**src/rtl/mult_div_pkg.sv**
```systemverilog
// Shared encodings and defaults for the iterative multiply/divide unit.
package mult_div_pkg;

  localparam int DEFAULT_WIDTH = 32;

  typedef enum logic [1:0] {
    OP_MULT  = 2'b00,
    OP_MULTU = 2'b01,
    OP_DIV   = 2'b10,
    OP_DIVU  = 2'b11
  } op_e;

  typedef enum logic [1:0] {
    IDLE   = 2'b00,
    CALC   = 2'b01,
    FIX    = 2'b10,
    FINISH = 2'b11
  } state_e;

endpackage

```
**src/rtl/mult_div_step.sv**
```systemverilog
// One iteration of the datapath: shift-add multiply or restoring shift-subtract divide.
module mult_div_step
  import mult_div_pkg::*;
#(
  parameter int WIDTH = DEFAULT_WIDTH
) (
  input  logic             is_div,
  input  logic [WIDTH-1:0] hi_in,
  input  logic [WIDTH-1:0] lo_in,
  input  logic [WIDTH-1:0] operand,
  output logic [WIDTH-1:0] hi_out,
  output logic [WIDTH-1:0] lo_out
);

  logic [WIDTH:0]   sum;
  logic [WIDTH:0]   shifted;
  logic [WIDTH-1:0] diff;
  logic             geq;

  always_comb begin
    sum     = {1'b0, hi_in} + (lo_in[0] ? {1'b0, operand} : '0);
    shifted = {hi_in, lo_in[WIDTH-1]};
    // partial remainder stays below 2*divisor, so the W-bit difference is exact when geq
    geq     = shifted[WIDTH] || (shifted[WIDTH-1:0] >= operand);
    diff    = shifted[WIDTH-1:0] - operand;
    if (is_div) begin
      hi_out = geq ? diff : shifted[WIDTH-1:0];
      lo_out = {lo_in[WIDTH-2:0], geq};
    end else begin
      hi_out = sum[WIDTH:1];
      lo_out = {sum[0], lo_in[WIDTH-1:1]};
    end
  end

endmodule

```
**src/rtl/mult_div_unit.sv**
```systemverilog
// Iterative MIPS-style multiply/divide unit: one result bit per cycle, sign fix-up at the end.
module mult_div_unit
  import mult_div_pkg::*;
#(
  parameter  int WIDTH  = DEFAULT_WIDTH,
  localparam int CYCLES = WIDTH
) (
  input  logic             CLOCK,
  input  logic             RESET,
  input  logic             START,
  input  logic [1:0]       OP,
  input  logic [WIDTH-1:0] A,
  input  logic [WIDTH-1:0] B,
  output logic             STALL_REQ,
  output logic             DONE,
  output logic             DIV_BY_ZERO,
  output logic [WIDTH-1:0] HI,
  output logic [WIDTH-1:0] LO
);

  localparam int CW = (CYCLES > 1) ? $clog2(CYCLES) : 1;

  state_e           state;
  op_e              op_q;
  logic [CW-1:0]    count;
  logic             a_neg, b_neg;
  logic [WIDTH-1:0] hi_acc, lo_acc, opnd;
  logic [WIDTH-1:0] step_hi, step_lo;

  logic             signed_in, is_div;
  logic [WIDTH-1:0] a_abs, b_abs;
  logic [WIDTH-1:0] fix_hi, fix_lo;
  logic [2*WIDTH-1:0] prod;

  assign is_div = (op_q == OP_DIV) || (op_q == OP_DIVU);

  always_comb begin
    signed_in = (OP == OP_MULT) || (OP == OP_DIV);
    a_abs     = (signed_in && A[WIDTH-1]) ? -A : A;
    b_abs     = (signed_in && B[WIDTH-1]) ? -B : B;
  end

  mult_div_step #(.WIDTH(WIDTH)) u_step (
    .is_div  (is_div),
    .hi_in   (hi_acc),
    .lo_in   (lo_acc),
    .operand (opnd),
    .hi_out  (step_hi),
    .lo_out  (step_lo)
  );

  // Divide by zero: the restoring loop leaves |A| as remainder, so the normal
  // remainder sign rule already yields HI=A; only the quotient is overridden.
  always_comb begin
    prod   = {hi_acc, lo_acc};
    fix_hi = hi_acc;
    fix_lo = lo_acc;
    if (!is_div) begin
      if (a_neg ^ b_neg) prod = -prod;
      {fix_hi, fix_lo} = prod;
    end else begin
      fix_hi = a_neg ? -hi_acc : hi_acc;
      if (opnd == '0)          fix_lo = '1;
      else if (a_neg ^ b_neg)  fix_lo = -lo_acc;
    end
  end

  assign STALL_REQ = !RESET &&
                     (((state == IDLE) && START) || (state == CALC) || (state == FIX));

  always_ff @(posedge CLOCK) begin
    if (RESET) begin
      state       <= IDLE;
      count       <= '0;
      HI          <= '0;
      LO          <= '0;
      DONE        <= 1'b0;
      DIV_BY_ZERO <= 1'b0;
    end else begin
      case (state)
        IDLE: begin
          if (START) begin
            op_q   <= op_e'(OP);
            a_neg  <= signed_in && A[WIDTH-1];
            b_neg  <= signed_in && B[WIDTH-1];
            hi_acc <= '0;
            lo_acc <= OP[1] ? a_abs : b_abs;
            opnd   <= OP[1] ? b_abs : a_abs;
            count  <= CW'(CYCLES - 1);
            state  <= CALC;
          end
        end
        CALC: begin
          hi_acc <= step_hi;
          lo_acc <= step_lo;
          if (count == '0) state <= FIX;
          else             count <= count - 1'b1;
        end
        FIX: begin
          HI          <= fix_hi;
          LO          <= fix_lo;
          DONE        <= 1'b1;
          DIV_BY_ZERO <= is_div && (opnd == '0);
          state       <= FINISH;
        end
        FINISH: begin
          DONE        <= 1'b0;
          DIV_BY_ZERO <= 1'b0;
          state       <= IDLE;
        end
        default: state <= IDLE;
      endcase
    end
  end

endmodule

```
**config.mk**
```make
export PLATFORM = sky130hd
export DESIGN_NAME = mult_div_unit
export DESIGN_NICKNAME = d
export VERILOG_FILES = /design/src/rtl/mult_div_pkg.sv /design/src/rtl/mult_div_step.sv /design/src/rtl/mult_div_unit.sv
export SDC_FILE = /design/constraint.sdc
export NUM_CORES = 1
export LEC_CHECK = 0
export ABC_AREA = 1
export CAP_MARGIN = 20
export CORE_AREA = 2 2 260 159
export DETAILED_ROUTE_END_ITERATION = 10
export DIE_AREA = 0 0 262 161
export PLACE_DENSITY = 0.69
export SLEW_MARGIN = 10
export SYNTH_ARGS = -nofsm -noshare
export SYNTH_HDL_FRONTEND = slang
export SYNTH_SLANG_ARGS = --single-unit
```
**constraint.sdc**
```tcl
create_clock -name CLOCK -period 4.1 [get_ports CLOCK]
set_input_delay 0.82 -clock CLOCK [delete_from_list [all_inputs] [get_ports CLOCK]]
set_output_delay 0.82 -clock CLOCK [all_outputs]
set_load 0.01 [all_outputs]
```
==> impl_metrics.env <==
export IMPL_outcome="completed"
export IMPL_syn_inst=3021
export IMPL_tightest_slew_ps=985.1
export IMPL_drive_gt1_share_pct=4.353
export IMPL_fin_worst_skew_ps=25.16
export IMPL_ctsHoldBuffers=0
export IMPL_endpoint_kind="register"
export IMPL_synth_edf_count=99
export IMPL_gp_congestion=1.056
export IMPL_min_from="DONE"
export IMPL_grt_ovfl_total=0
export IMPL_ant_nets=0
export IMPL_slew_violations=0
export IMPL_holdPathEnd="DONE"
export IMPL_synth_seq_cells=172
export IMPL_setup_tns_ps=0
export IMPL_setup_viol=0
export IMPL_htreeDepth=4
export IMPL_post_cts_resized=0
export IMPL_synth_fp_nets=3166
export IMPL_cts_inserted_buffers=17
export IMPL_area_delta_synth_final_pct=13.62
export IMPL_hold_violations=0
export IMPL_post_route_min_period_ps=3095
export IMPL_num_antenna_cells=0
export IMPL_power_share_sequential_pct=28.1
export IMPL_rows=57
export IMPL_grtUsageTotal_pct=34.60
export IMPL_grt_pass1_wl_um=109500
export IMPL_root_buffer="clkbuf_16"
export IMPL_coreArea_um2=39940
export IMPL_p_clk_share_pct=16.8
export IMPL_power_internal_mw=5.200
export IMPL_die_area_um2=42180
export IMPL_drt_pass1_iter_count=6
export IMPL_cts_tree="built"
export IMPL_reg2reg_depth=15
export IMPL_reg2reg_setup_slack_ps=1000
export IMPL_clock_sinks=172
export IMPL_p_comb_share_pct=55.0
export IMPL_die_w_um=262
export IMPL_grt_pass1_vias=17840
export IMPL_clk_pin_slew_ps=80
export IMPL_path_buf_inv=4
export IMPL_seq_area_frac_synth_pct=24.97
export IMPL_max_slew_margin_rel_pct=34.33
export IMPL_r2r_start="hi_acc[0]"
export IMPL_yosys_cell_count_top_type="nand2_1"
export IMPL_routedWlPerCell_um=20.21
export IMPL_ys_types=48
export IMPL_avgSynthCellArea_um2=5.879
export IMPL_cp_max_fo=21
export IMPL_crit_family="simple AND/OR/NAND/NOR gates"
export IMPL_critPathArrivalTime_ps=3280
export IMPL_drt_iter0_markers=2963
export IMPL_cp_required_ps=4280
export IMPL_netSwitchingPower_mw=5.293
export IMPL_rsz0062_at_grt="no"
export IMPL_drv_cap=0
export IMPL_antenna_found_initial=0
export IMPL_grt_max_degree=91
export IMPL_cp_cell_sequence="inv_1 > fa_1 > inv_1 > nand2_1 > nand2_1 > nand3_2 > nand2_2 > nand2_2 > nand3_2 > nand2_4 > buf_4 > nand3_2 > inv_1 > a21oi_1 > nor2_1"
export IMPL_start_kind="register"
export IMPL_die_h_um=161
export IMPL_wirelength_um=73890
export IMPL_synthArstFlopShare_pct=0
export IMPL_layout_nets=3256
export IMPL_ys_warn_count=0
export IMPL_start_util_pct=44.47
export IMPL_clock_latency_ps=480
export IMPL_holdPathStages=2
export IMPL_r2r_end="hi_acc[4]"
export IMPL_max_stage_delay_ps=620
export IMPL_critPathKind="reg2reg"
export IMPL_clock_path_buffers=2
export IMPL_ios=136
export IMPL_min_path_type="reg2reg"
export IMPL_peakVddDrop_mv=0.3912
export IMPL_p_sw_share_pct=50.44
export IMPL_power_density_nw_per_um2=520.0
export IMPL_ys_flop_type="edfxtp_1"
export IMPL_post_cts_buffers=0
export IMPL_ys_top_cells_by_count="nand2_1, inv_1, nor2_1, nand3_1, o21ai_0"
export IMPL_vias=20420
export IMPL_synth_area_top_cells="nand2_1, edfxtp_1, inv_1"
export IMPL_timing_final_crit_share_pct=75.49
export IMPL_whs_ps=480.7
export IMPL_synth_top_cell_by_area="nand2_1"
export IMPL_cp_slowest_cell="edfxtp_1"
export IMPL_drc_errors=0
export IMPL_fmaxAchievable_ghz=0.3231
export IMPL_vias_per_cell=5.585
export IMPL_leakage_nw=9.914
export IMPL_netlist_area_um2=17760
export IMPL_fillers=4223
export IMPL_synth_top_cell_area_share_pct=18.94
export IMPL_portBuffers=135
export IMPL_dpl_hpwl_um=60720
power by group through the flow:
stage	Clock, mW	Sequential, mW	Combinational (mW)
floorplan	0	2.81	3.57
global placement	0	2.93	5.52
detailed placement	0	2.94	5.58
CTS	1.78	2.91	5.60
global route	1.84	2.97	6.36
finish	1.77	2.95	5.77
layer usage:
layer | track usage, % | wire length, um | vias up
li1 | - | - | 9833
met1 | 55.96 | 34740 | 9279
met2 | 43.43 | 26910 | 1232
met3 | 11.25 | 11290 | 71
met4 | 5.547 | 954 | 0
met5 | 0 | 0 | -
kinds of logic (layout without fill, tap and decap cells):
family	Yosys count	after routing	share of synthesized area [%]
simple gates	1703	1703	40.58
buf+inv	559	662	12.34
compound gates	438	438	13.07
flops	172	172	24.97
fa+ha+maj	76	76	5.439
xor+xnor	73	73	3.600
tightest hold or removal path: cells and delay by family (launching register included):
kind / cells / cell delay [ps]
simple gates: 2 / 130
flops: 1 / 320
state kept, by name, indices dropped and copies added (netlist names):
signal	cells
HI	32
LO	32
opnd	32
lo_acc	32
a_neg	1
count	5
hi_acc	32
DIV_BY_ZERO	1
op_q	1
state	2
DONE	1
b_neg	1
cell usage in the layout (no fill, tap or decap), types with 4 or more instances in the layout:
master | netlist | routed
nand3b_1 | 22 | 22
nor4_1 | 7 | 7
nor3_1 | 28 | 28
or2_2 | 4 | 4
o211ai_1 | 11 | 11
xor2_1 | 63 | 63
o21ai_1 | 36 | 36
nor3_2 | 4 | 4
inv_1 | 451 | 450
nand3_1 | 241 | 241
xnor2_1 | 10 | 10
inv_8 | 0 | 6
nor2_4 | 7 | 8
o21a_1 | 9 | 9
inv_2 | 9 | 10
buf_4 | 2 | 26
nor2_1 | 400 | 397
a31oi_1 | 20 | 20
and2_1 | 9 | 9
o21ai_0 | 184 | 184
nand2_2 | 14 | 14
clkdlybuf4s50_1 | 0 | 133
a21oi_1 | 157 | 157
ha_1 | 74 | 73
nand3_2 | 10 | 10
nand4_1 | 40 | 40
o21ai_2 | 4 | 4
dfxtp_1 | 73 | 73
o22ai_1 | 6 | 6
clkinv_1 | 8 | 8
nor2_2 | 12 | 14
clkbuf_16 | 0 | 17
edfxtp_1 | 99 | 99
nand2_1 | 896 | 896
layout make-up:
type	instances	area, um^2	share of cell area (%)
inverters	468	1757	8.705
repair buffers	162	1556	7.713
clock buffers	17	425.4	2.108
well taps	531	664.4	3.292
flip-flops and latches	172	4434	21.97
clock inverters	15	192.7	0.9548
multi-input cells	2290	11150	55.25
how the worst max path moves through the flow:
| stage | end | cells after the start | from | slack [ps] |
|---|---|---|---|---|
| after global routing | hi_acc[4] | 15 | hi_acc[0] | 840 |
| final | hi_acc[4] | 15 | hi_acc[0] | 1000 |
| after detailed placement | lo_acc[14] | 10 | OP[0] | 810 |
| after global placement | lo_acc[14] | 10 | OP[0] | 840 |
| after floorplan | hi_acc[0] | 3 | RESET | 770 |
| after CTS | STALL_REQ | 5 | state[0] | 1040 |
through the flow:
stage / std cells / utilization [%] / setup slack (ps) / power, mW / instance area [um^2]
finish: 3655 / 50.53 / 1005 / 10.49 / 20180
global route: 3655 / 50.53 / 838.2 / 11.17 / 20180
CTS: 3655 / 50.53 / 1038 / 10.29 / 20180
detailed placement: 3623 / 48.98 / 813.1 / 8.518 / 19560
global placement: 3623 / 48.98 / 840.2 / 8.449 / 19560
floorplan: 3021 / - / 769.2 / 6.373 / 17760
Power figures use the tool's default switching activity.
